### config.mk
export PLATFORM = sky130hd
export DESIGN_NAME = wave_mixer
export DESIGN_NICKNAME = d
export VERILOG_FILES = /design/src/rtl/wave_mixer.sv
export SDC_FILE = /design/constraint.sdc
export NUM_CORES = 1
export LEC_CHECK = 0
export ABC_CLOCK_PERIOD_IN_PS = 21700
export BUFFER_PORTS_ARGS = -buffer_cell sky130_fd_sc_hd__buf_4
export CAP_MARGIN = 0
export CELL_PAD_IN_SITES_DETAIL_PLACEMENT = 0
export CELL_PAD_IN_SITES_GLOBAL_PLACEMENT = 1
export CORE_ASPECT_RATIO = 1.1
export CORE_UTILIZATION = 35
export CTS_BUF_LIST = sky130_fd_sc_hd__clkbuf_8
export DETAILED_ROUTE_END_ITERATION = 16
export PLACE_DENSITY = 0.74
export SETUP_SLACK_MARGIN = 0.15
export SLEW_MARGIN = 10
export SYNTH_ARGS = -nofsm -noshare
export SYNTH_HDL_FRONTEND = slang
export SYNTH_SLANG_ARGS = --single-unit
export TNS_END_PERCENT = 1
### constraint.sdc
create_clock -name I_CLK -period 21.7 [get_ports I_CLK]
set_input_delay 1.085 -clock I_CLK [delete_from_list [all_inputs] [get_ports I_CLK]]
set_output_delay 1.085 -clock I_CLK [all_outputs]
set_load 0.005 [all_outputs]
### src/rtl/wave_mixer.sv
// Multi-channel PCM sample player: once per output frame fetches one little-endian 16-bit
// sample per active channel, scales it by channel volume and mixes into a saturated output.
module wave_mixer #(
  parameter int unsigned CHANNELS  = 4,
  parameter int unsigned ADDR_W    = 28,
  parameter int unsigned CLK_HZ    = 24000000,
  parameter int unsigned SAMPLE_HZ = 48000
) (
  input  logic                       I_CLK,
  input  logic                       I_RSTn,
  input  logic [CHANNELS*ADDR_W-1:0] I_BASE_ADDR,
  input  logic [CHANNELS*ADDR_W-1:0] I_LEN,
  input  logic [CHANNELS*8-1:0]      I_VOL,
  input  logic [CHANNELS-1:0]        I_LOOP,
  input  logic [CHANNELS-1:0]        I_TRIG,
  input  logic [CHANNELS-1:0]        I_STOP,
  input  logic                       I_PAUSE,
  output logic [ADDR_W-1:0]          O_ADDR,
  output logic                       O_READ,
  input  logic [7:0]                 I_DATA,
  input  logic                       I_READY,
  output logic [15:0]                O_PCM,
  output logic                       O_PCM_STB,
  output logic [CHANNELS-1:0]        O_ACTIVE,
  output logic                       O_OVERRUN
);

  localparam int unsigned DIV   = CLK_HZ / SAMPLE_HZ;
  localparam int unsigned DIV_W = (DIV > 1) ? $clog2(DIV) : 1;
  localparam int unsigned CH_W  = $clog2(CHANNELS + 1);
  localparam int unsigned ACC_W = 24 + $clog2(CHANNELS);
  localparam int unsigned POS_W = ADDR_W + 2;

  localparam logic signed [ACC_W-1:0] PcmMax = ACC_W'(32767);
  localparam logic signed [ACC_W-1:0] PcmMin = ACC_W'(-32768);

  typedef enum logic [2:0] {
    StIdle,
    StReqLo,
    StWaitLo,
    StReqHi,
    StWaitHi,
    StAcc,
    StOut
  } state_e;

  state_e                  state_q, state_d;
  logic [DIV_W-1:0]        div_q;
  logic                    tick;
  logic                    frame_start;
  logic [CHANNELS-1:0]     trig_pend_q, stop_pend_q;
  logic [CHANNELS-1:0]     active_q, active_d;
  logic [ADDR_W-1:0]       pos_q [CHANNELS];
  logic [ADDR_W-1:0]       pos_d [CHANNELS];
  logic [CH_W-1:0]         ch_q, ch_d;
  logic signed [ACC_W-1:0] acc_q, acc_d;
  logic [ADDR_W-1:0]       addr_q, addr_d;
  logic [7:0]              lo_q, lo_d;
  logic signed [15:0]      sample_q, sample_d;
  logic                    have_q, have_d;
  logic                    first_q, first_d;
  logic [15:0]             pcm_q, pcm_d;
  logic                    stb_q, stb_d;
  logic                    overrun_q;

  logic [7:0]              vol_sel;
  logic signed [24:0]      prod;
  logic signed [24:0]      scaled;
  logic signed [ACC_W-1:0] acc_sum;
  logic [CH_W-1:0]         start_ch;
  logic                    found;
  logic [CH_W-1:0]         next_ch;
  logic [ADDR_W-1:0]       next_addr;
  logic [POS_W-1:0]        next_pos;

  assign tick        = (div_q == DIV_W'(DIV - 1));
  assign frame_start = (state_q == StIdle) && tick;

  always_ff @(posedge I_CLK or negedge I_RSTn) begin
    if (!I_RSTn) begin
      div_q <= '0;
    end else if (tick) begin
      div_q <= '0;
    end else begin
      div_q <= div_q + DIV_W'(1);
    end
  end

  // Requests that arrive on the frame-start cycle itself carry over to the next frame.
  always_ff @(posedge I_CLK or negedge I_RSTn) begin
    if (!I_RSTn) begin
      trig_pend_q <= '0;
      stop_pend_q <= '0;
      overrun_q   <= 1'b0;
    end else begin
      trig_pend_q <= (frame_start ? '0 : trig_pend_q) | I_TRIG;
      stop_pend_q <= (frame_start ? '0 : stop_pend_q) | I_STOP;
      overrun_q   <= tick && (state_q != StIdle);
    end
  end

  // Scale the sample just fetched for channel ch_q and add it to the running mix.
  always_comb begin
    vol_sel = '0;
    for (int n = 0; n < CHANNELS; n++) begin
      if (CH_W'(n) == ch_q) vol_sel = I_VOL[n*8 +: 8];
    end
    prod    = 25'(sample_q) * 25'($signed({1'b0, vol_sel}));
    scaled  = prod >>> 7;
    acc_sum = have_q ? (acc_q + ACC_W'(scaled)) : acc_q;
  end

  // Lowest active channel at or above the scan point; nothing qualifies while paused.
  always_comb begin
    start_ch  = have_q ? (ch_q + CH_W'(1)) : ch_q;
    found     = 1'b0;
    next_ch   = '0;
    next_addr = '0;
    for (int n = 0; n < CHANNELS; n++) begin
      if (!found && (CH_W'(n) >= start_ch) && active_q[n] && !I_PAUSE) begin
        found     = 1'b1;
        next_ch   = CH_W'(n);
        next_addr = I_BASE_ADDR[n*ADDR_W +: ADDR_W] + pos_q[n];
      end
    end
  end

  always_comb begin
    state_d  = state_q;
    active_d = active_q;
    pos_d    = pos_q;
    ch_d     = ch_q;
    acc_d    = acc_q;
    addr_d   = addr_q;
    lo_d     = lo_q;
    sample_d = sample_q;
    have_d   = have_q;
    first_d  = 1'b0;
    pcm_d    = pcm_q;
    stb_d    = 1'b0;
    next_pos = '0;

    unique case (state_q)
      StIdle: begin
        if (tick) begin
          for (int n = 0; n < CHANNELS; n++) begin
            if (stop_pend_q[n]) begin
              active_d[n] = 1'b0;
            end else if (trig_pend_q[n] && (I_LEN[n*ADDR_W +: ADDR_W] >= ADDR_W'(2))) begin
              active_d[n] = 1'b1;
              pos_d[n]    = '0;
            end
          end
          acc_d   = '0;
          ch_d    = '0;
          have_d  = 1'b0;
          state_d = StAcc;
        end
      end

      StReqLo: begin
        first_d = 1'b1;
        state_d = StWaitLo;
      end

      // The cycle right after the request is a dead cycle for I_READY.
      StWaitLo: begin
        if (!first_q && I_READY) begin
          lo_d    = I_DATA;
          addr_d  = addr_q + ADDR_W'(1);
          state_d = StReqHi;
        end
      end

      StReqHi: begin
        first_d = 1'b1;
        state_d = StWaitHi;
      end

      StWaitHi: begin
        if (!first_q && I_READY) begin
          sample_d = $signed({I_DATA, lo_q});
          have_d   = 1'b1;
          state_d  = StAcc;
          for (int n = 0; n < CHANNELS; n++) begin
            if (CH_W'(n) == ch_q) begin
              next_pos = POS_W'(pos_q[n]) + POS_W'(2);
              if (next_pos + POS_W'(2) > POS_W'(I_LEN[n*ADDR_W +: ADDR_W])) begin
                if (I_LOOP[n]) begin
                  pos_d[n] = '0;
                end else begin
                  pos_d[n]    = ADDR_W'(next_pos);
                  active_d[n] = 1'b0;
                end
              end else begin
                pos_d[n] = ADDR_W'(next_pos);
              end
            end
          end
        end
      end

      StAcc: begin
        acc_d  = acc_sum;
        have_d = 1'b0;
        if (found) begin
          ch_d    = next_ch;
          addr_d  = next_addr;
          state_d = StReqLo;
        end else begin
          if (acc_sum > PcmMax) begin
            pcm_d = 16'h7fff;
          end else if (acc_sum < PcmMin) begin
            pcm_d = 16'h8000;
          end else begin
            pcm_d = acc_sum[15:0];
          end
          stb_d   = 1'b1;
          state_d = StOut;
        end
      end

      StOut: begin
        state_d = StIdle;
      end

      default: begin
        state_d = StIdle;
      end
    endcase
  end

  always_ff @(posedge I_CLK or negedge I_RSTn) begin
    if (!I_RSTn) begin
      state_q  <= StIdle;
      active_q <= '0;
      for (int n = 0; n < CHANNELS; n++) pos_q[n] <= '0;
      ch_q     <= '0;
      acc_q    <= '0;
      addr_q   <= '0;
      lo_q     <= '0;
      sample_q <= '0;
      have_q   <= 1'b0;
      first_q  <= 1'b0;
      pcm_q    <= '0;
      stb_q    <= 1'b0;
    end else begin
      state_q  <= state_d;
      active_q <= active_d;
      pos_q    <= pos_d;
      ch_q     <= ch_d;
      acc_q    <= acc_d;
      addr_q   <= addr_d;
      lo_q     <= lo_d;
      sample_q <= sample_d;
      have_q   <= have_d;
      first_q  <= first_d;
      pcm_q    <= pcm_d;
      stb_q    <= stb_d;
    end
  end

  assign O_ADDR    = addr_q;
  assign O_READ    = (state_q == StReqLo) || (state_q == StReqHi);
  assign O_PCM     = pcm_q;
  assign O_PCM_STB = stb_q;
  assign O_ACTIVE  = active_q;
  assign O_OVERRUN = overrun_q;

endmodule

==> results.md, run 1 <==
* Status: finished clean
* Clk pin slew, worst setup/hold paths at 60 ps
* EDFF count, synth at 0
* Clk_lat worst skew at 670 ps
* Total GRT Usage at 24.1%
* FP Rows at 110
* Final setup fails at 0
* Ant. Diodes at 0
* Final WS setup at 11320 ps
* Fin crit period at 10380 ps
* Core Footprint at 82000 um^2
* Met3 Use GR at 4.70%
* Die Area at 84200 um^2
* CP Data Required Time at 22270 ps
* Initial antenna violation count at 2
* Placer Congestion at 0.929
* Drt wl/cell at 20.5 um
* Critical path type: reg -> reg
* Post-DP HPWL at 83900 um
* CTS Buf Count at 50
* DRC violations left at 0
* Met1 Use GR at 29.2%
* Fin Setup TNS at 0 ps
* Setup repair bufs after CTS at 0
* DR pass1 iterations at 6
* Filler instances at 8577
* Final Net Count at 4615
* I/O pins at 331
* Crit path capture type: flop
* FF/Latch Area at 5810 um^2
* GR peak layer: met2
* Initial drt markers at 1997
* CP Launch Type: flop
* Via density at 5.54
* Synthesized netlist cell count at 3697
* Met2 Use GR at 41.2%
* Starting Density at 35.4%
* GRT overflow at 0
* Vias at 27900
* Net Count, Synth at 4378
* Area leader, netlist: dfrtp_1
* H-tree levels at 2
* Yosys cell types at 98
* Number of port buffers at 330
* Largest net degree at the start of global routing at 73
* FF-to-FF setup slack at 11320 ps
* Clock tree buffer depth at 3
* Asr flop ratio synth at 100%
* Clk_skew at 35.7 ps
* Clk sink count at 232
* Die width at 277 um
* Worst rel slew slack at 24.5%
* ANT nets after route at 0
* Yosys synthesis warning count at 0
* Layout cells sized above 1 at 12.3%
* Arrival time worst endpoint at 10950 ps
* Multi-input gate area at 21300 um^2
* Measured slew at the worst slew-check pin at 1130 ps
* Max-Cap Viols at 0
* Max Slew Vio Count at 0
* Critical Path Max Stage Delay at 870 ps
* Most frequent CP cell: inv_1
* Sequential element share of the synthesized area at 20.0%
* CP max-delay cell: xnor2_1
* Count leader, synth: nand2_1
* CTS resizes at 0
* Post-Route WL at 103000 um
* Post-synth top flop: dfrtp_1
* Hold crit path type: in -> async
* Post-layout util at 40.7%
* Synth top area cells: dfrtp_1 (20%), ha_1 (13%), fa_1 (7.0%)
* Mapped Area at 29100 um^2
* FMAX at 96.3 MHz
* Critical path peak fanout at 17
* First-pass GRT wire length at 159000 um
* Worst slack at placement at 11290 ps
* CTS tree: done
* Die height at 304 um
* Mapped Avg Cell Area at 7.86 um^2
* Share of the synthesized area in the top cell type at 20.0%
* Root cell of the clock tree: clkbuf_8
* Vias in the first global route at 27300
* Unrepaired setup endpoints after global routing: no
* Hold-fix buffer count after cts at 0
* Final Hold Fails at 0
* Final Cycle Share at 47.8%
* Most instantiated cells after synthesis: nand2_1 (407), inv_1 (316), ha_1 (299)
* #FFs+latches synth at 232
* Area delta synth->final at 15.0%
## stage by stage
step / instances / instance area (um^2) / hold WS [ps]
final: 5035 / 33400 / 365
after global routing: 5035 / 33400 / 423
after CTS: 5035 / 33400 / 378
after detailed placement: 4946 / 32400 / 450
after global placement: 4946 / 32400 / 454
after floorplan: 3697 / 29100 / 432
## kinds of logic after synthesis
family,synth area share [%]
AO/OA/AOI/OAI,21.1
XOR/XNOR,8.83
buffers and inverters,6.80
AND/OR/NAND/NOR,22.1
multiplexers,1.27
flip-flops,20.0
adder cells (fa/ha/maj),19.9
## registers in the layout, summed over array words and instances (netlist names)
register	count
state_q	3
first_q	1
div_q	9
O_PCM	16
trig_pend_q	4
have_q	1
pos_q	108
O_OVERRUN	1
O_ADDR	28
O_PCM_STB	1
stop_pend_q	4
lo_q	8
sample_q	16
O_ACTIVE	4
ch_q	2
acc_q	26
## worst paths after layout
check | startpoint | endpoint | depth (start not counted)
worst max-delay path | ch_q[1] | O_PCM[1] | 38
worst min-delay path | I_RSTn | pos_q[51] | 1
worst max register to register | ch_q[1] | O_PCM[1] | 38
worst min register to register | stop_pend_q[1] | O_ACTIVE[1] | 1
max in group asynchronous | I_RSTn | acc_q[1] | 3
min in group I_CLK | stop_pend_q[1] | O_ACTIVE[1] | 1
## final cells by class
| class | instances | share of cell area (%) |
|---|---|---|
| Clock buffer | 62 | 2.55 |
| Clock inverter | 27 | 0.603 |
| Inverter | 318 | 3.57 |
| Multi-Input combinational cell | 2973 | 63.8 |
| Sequential cell | 232 | 17.4 |
| Tap cell | 1064 | 3.98 |
| Timing Repair Buffer | 359 | 8.09 |
## layout by cell type (no fill, tap or decap), types with 42 or more instances in the layout
| cell | netlist | routed |
|---|---|---|
| xor2_1 | 92 | 92 |
| nand2_1 | 407 | 406 |
| fa_1 | 102 | 102 |
| nor3_1 | 80 | 76 |
| and3_1 | 58 | 58 |
| nor2b_1 | 80 | 80 |
| inv_1 | 316 | 328 |
| o21ai_0 | 236 | 236 |
| ha_1 | 299 | 299 |
| o21a_1 | 42 | 42 |
| clkbuf_8 | 0 | 62 |
| a21oi_1 | 242 | 242 |
| xnor2_1 | 199 | 199 |
| a21o_1 | 74 | 74 |
| and2_1 | 57 | 57 |
| nand3_1 | 117 | 117 |
| buf_4 | 12 | 358 |
| a31oi_1 | 74 | 74 |
| nand4_1 | 62 | 62 |
| dfrtp_1 | 232 | 232 |
| nor2_1 | 237 | 236 |
## critical path: cells and delay by family (launching register included)
family / cells / cell delay, ps
AND/OR/NAND/NOR: 5 / 730
XOR/XNOR: 2 / 1480
adder cells (fa/ha/maj): 7 / 3420
multiplexers: 1 / 310
buffers and inverters: 7 / 1060
AO/OA/AOI/OAI: 16 / 2900
flip-flops: 1 / 420
## metal layers
layer	wire length [um]	vias to the layer above
met4	4840	0
met1	42400	13400
li1	-	13600
met5	0	-
met3	6340	191
met2	49800	741
Power of run 1 is not shown: default switching activity piles up to over one toggle a cycle in this logic, so the estimate is an artifact.
==> run 2, diff against run 1 <==
--- a/config.mk
+++ b/config.mk
@@ -5,7 +5,8 @@
 export SDC_FILE = /design/constraint.sdc
 export NUM_CORES = 1
 export LEC_CHECK = 0
-export ABC_CLOCK_PERIOD_IN_PS = 21700
+export ABC_AREA = 1
+export ABC_CLOCK_PERIOD_IN_PS = 9260
 export BUFFER_PORTS_ARGS = -buffer_cell sky130_fd_sc_hd__buf_4
 export CAP_MARGIN = 0
 export CELL_PAD_IN_SITES_DETAIL_PLACEMENT = 0
@@ -14,7 +15,7 @@
 export CORE_UTILIZATION = 35
 export CTS_BUF_LIST = sky130_fd_sc_hd__clkbuf_8
 export DETAILED_ROUTE_END_ITERATION = 16
-export PLACE_DENSITY = 0.74
+export PLACE_DENSITY = 0.78
 export SETUP_SLACK_MARGIN = 0.15
 export SLEW_MARGIN = 10
 export SYNTH_ARGS = -nofsm -noshare
==> constraint.sdc (replaced) <==
create_clock -name I_CLK -period 9.26 [get_ports I_CLK]
set_input_delay 0.463 -clock I_CLK [delete_from_list [all_inputs] [get_ports I_CLK]]
set_output_delay 0.463 -clock I_CLK [all_outputs]
set_load 0.005 [all_outputs]
==> run 2 against run 1 <==
Non-clock buffer count is 2 lower. Die area grew 6.6%. Sequential cell count unchanged. Clock-buffer cell count down 1.
==> results.md, run 2 <==
* Count leader, synth: nand2_1
* Finished Cell Area at 35900 um^2 (+7.4%)
* Fin Setup TNS at 0 ps (unchanged)
* Root cell of the clock tree: clkbuf_8
* Post-Route WL at 117000 um (+13%)
* Crit path capture type: flop
* DP Area at 34700 um^2 (+7.3%)
* Max-Cap Viols at 0 (unchanged)
* Vias at 32100 (+15%)
* Die width at 286 um (+3.2%)
* Hold crit path type: in -> reg
* Worst reg2reg path endpoint: O_PCM[8]
* Critical path peak fanout at 15 (-2)
* Core Footprint at 87700 um^2 (+6.9%)
* Final WS setup at 858 ps (-10460 ps)
* Post-DP HPWL at 97100 um (+16%)
* FF-to-FF Start: ch_q[0]
* Post-layout util at 40.9% (+0.19 points)
* Starting Density at 35.3% (-0.10 points)
* Unrepaired setup endpoints after global routing: no
* Clk_skew at 58.1 ps (+22.4 ps)
* Critical path type: reg -> reg
* Yosys synthesis warning count at 0 (unchanged)
* Most instantiated cells after synthesis: nand2_1 (1154), inv_1 (741), nor2_1 (433)
* Worst r2r path cells at 39 (+2.6%)
* Measured slew at the worst slew-check pin at 1160 ps (+32.1 ps)
* Mapped Avg Cell Area at 6.54 um^2 (-17%)
* Vias in the first global route at 31500 (+15%)
* Synth top area cells: dfrtp_1 (19%), nand2_1 (14%), ha_1 (12%)
* Clk_lat worst skew at 690 ps (+20 ps)
* Final Net Count at 5746 (+25%)
* Post-synth top flop: dfrtp_1
* Asr flop ratio synth at 100% (unchanged)
* Hold wc startpoint: I_DATA[0]
* Layout cells sized above 1 at 11.5% (-0.81 points)
* CP max-delay cell: fa_1
* Net Count, Synth at 5416 (+24%)
* Yosys cell types at 60 (-39%)
* Initial antenna violation count at 6 (+4)
* Die Area at 89700 um^2 (+6.6%)
* CP Launch Type: flop
* Hold EP: sample_q[8]
* EDFF count, synth at 0 (unchanged)
* FP Rows at 114 (+3.6%)
* Initial drt markers at 2226 (+11%)
* Clock tree buffer depth at 3 (unchanged)
* FF-to-FF setup slack at 860 ps (-10460 ps)
* Final Cycle Share at 90.7% (+43 points)
* Max FFs per register at 108 (unchanged)
* Die height at 314 um (+3.2%)
* CP Data Required Time at 9830 ps (-12440 ps)
* Clk sink count at 232 (unchanged)
* #FFs+latches synth at 232 (unchanged)
* Most frequent CP cell: nand2_1
* Number of port buffers at 330 (unchanged)
* Arrival time worst endpoint at 8970 ps (-1980 ps)
* Register with the most flip-flops: pos_q
* ANT nets after route at 0 (unchanged)
* Final Hold Fails at 0 (unchanged)
* DR pass1 iterations at 6 (unchanged)
* Critical Path Max Stage Delay at 560 ps (-310 ps)
* Hold Crit Depth at 3
* Synthesized netlist cell count at 4735 (+28%)
* Clk pin slew, worst setup/hold paths at 60 ps (about the same)
* Status: finished clean
* I/O pins at 331 (unchanged)
* DRC violations left at 0 (unchanged)
* Worst rel slew slack at 22.6% (-1.9 points)
* CTS Buf Count at 48 (-4.0%)
* Final setup fails at 0 (unchanged)
* Share of the synthesized area in the top cell type at 18.7% (-1.2 points)
* Sequential element share of the synthesized area at 18.7% (-1.2 points)
* H-tree levels at 2 (unchanged)
* Worst slack at placement at 473 ps (-10820 ps)
* Mapped Area at 31000 um^2 (+6.6%)
* Most common cell after layout, fill and taps aside: nand2_1
* Drt wl/cell at 18.7 um (-8.8%)
* Area leader, netlist: dfrtp_1
* First-pass GRT wire length at 180000 um (+13%)
* Fin crit period at 8400 ps (-1980 ps)
* Largest net degree at the start of global routing at 149 (+100%)
* Area delta synth->final at 15.8%
* Via density at 5.12 (-7.6%)
* Max Slew Vio Count at 0 (unchanged)
* CTS tree: done
* GRT overflow at 0 (unchanged)
* FMAX at 119 MHz (+24%)
* Total GRT Usage at 25.8% (+1.8 points)
* Most frequent cells in the layout: nand2_1 (1152), inv_1 (746), nor2_1 (432), buf_4 (345), a21oi_1 (326)
* Placer Congestion at 0.944 (+1.6%)
run 2: cell count changes after synthesis, sizes merged, moves of 84 or more:
| cell | previous run | this run |
|---|---|---|
| nand3 | 120 | 302 |
| a21oi | 243 | 327 |
| xnor2 | 199 | 46 |
| xor2 | 93 | 192 |
| inv | 316 | 761 |
| nor2 | 237 | 459 |
| nand2 | 408 | 1173 |
run 2: how the worst max path moves through the flow:
stage | slack (ps) | cells past startpoint | end | start
detailed placement | 470 | 39 | O_PCM[8] | ch_q[1]
global placement | 610 | 40 | O_PCM[11] | ch_q[0]
floorplan | 1920 | 46 | O_PCM[10] | ch_q[1]
global route | 180 | 39 | O_PCM[3] | ch_q[1]
finish | 860 | 39 | O_PCM[8] | ch_q[0]
CTS | 440 | 38 | O_PCM[5] | ch_q[0]
run 2: final cells by class:
cell class                      instances  area [um^2]
Inverter                              766         2880
Sequential cell                       232         5810
Clock buffer                           61          840
Antenna cell                            1         2.50
Fill cell                            9514        51800
Clock inverter                         23          205
Multi-Input combinational cell       3660        22000
Timing Repair Buffer                  357         2740
Tap cell                             1160         1450
run 2: stage by stage:
step	hold WS (ps)	cells
floorplan	167	4735
global placement	446	6165
detailed placement	455	6165
CTS	33.6	6258
global route	72.7	6260
finish	90.0	6260
run 2: per-layer routing:
| metal | track usage (%) | part of all wire [%] | vias to the layer above |
|---|---|---|---|
| li1 | - | - | 16100 |
| met1 | 33.2 | 44 | 15000 |
| met2 | 44.1 | 47 | 779 |
| met3 | 3.80 | 5.2 | 178 |
| met4 | 8.64 | 3.3 | 8 |
| met5 | 0 | 0.042 | - |
run 2: critical path, delay by kind of cell (launching register included):
kind            cells  cell delay, ps
simple gates       13            1380
fa+ha+maj           7            3060
buf+inv             8             960
flops               1             420
xor+xnor            1             180
compound gates     10            2270
run 2: cell families (layout without fill, tap and decap cells):
| group | after synthesis | after routing | share of synthesized area, % |
|---|---|---|---|
| other | 0 | 1 | 0 |
| buffers and inverters | 843 | 1207 | 10.4 |
| flip-flops | 232 | 232 | 18.7 |
| AO/OA/AOI/OAI | 731 | 731 | 12.9 |
| adder cells (fa/ha/maj) | 401 | 401 | 18.7 |
| XOR/XNOR | 238 | 238 | 6.77 |
| AND/OR/NAND/NOR | 2290 | 2290 | 32.5 |
run 2: timing repair:
action	in CTS	in global routing
hold buffers	9	0
endpoints found under the setup margin	0	15
gates resized for setup	0	12
hold endpoints to repair	92	0
buffers inserted	0	1
Power of run 2 is left out for the same reason.
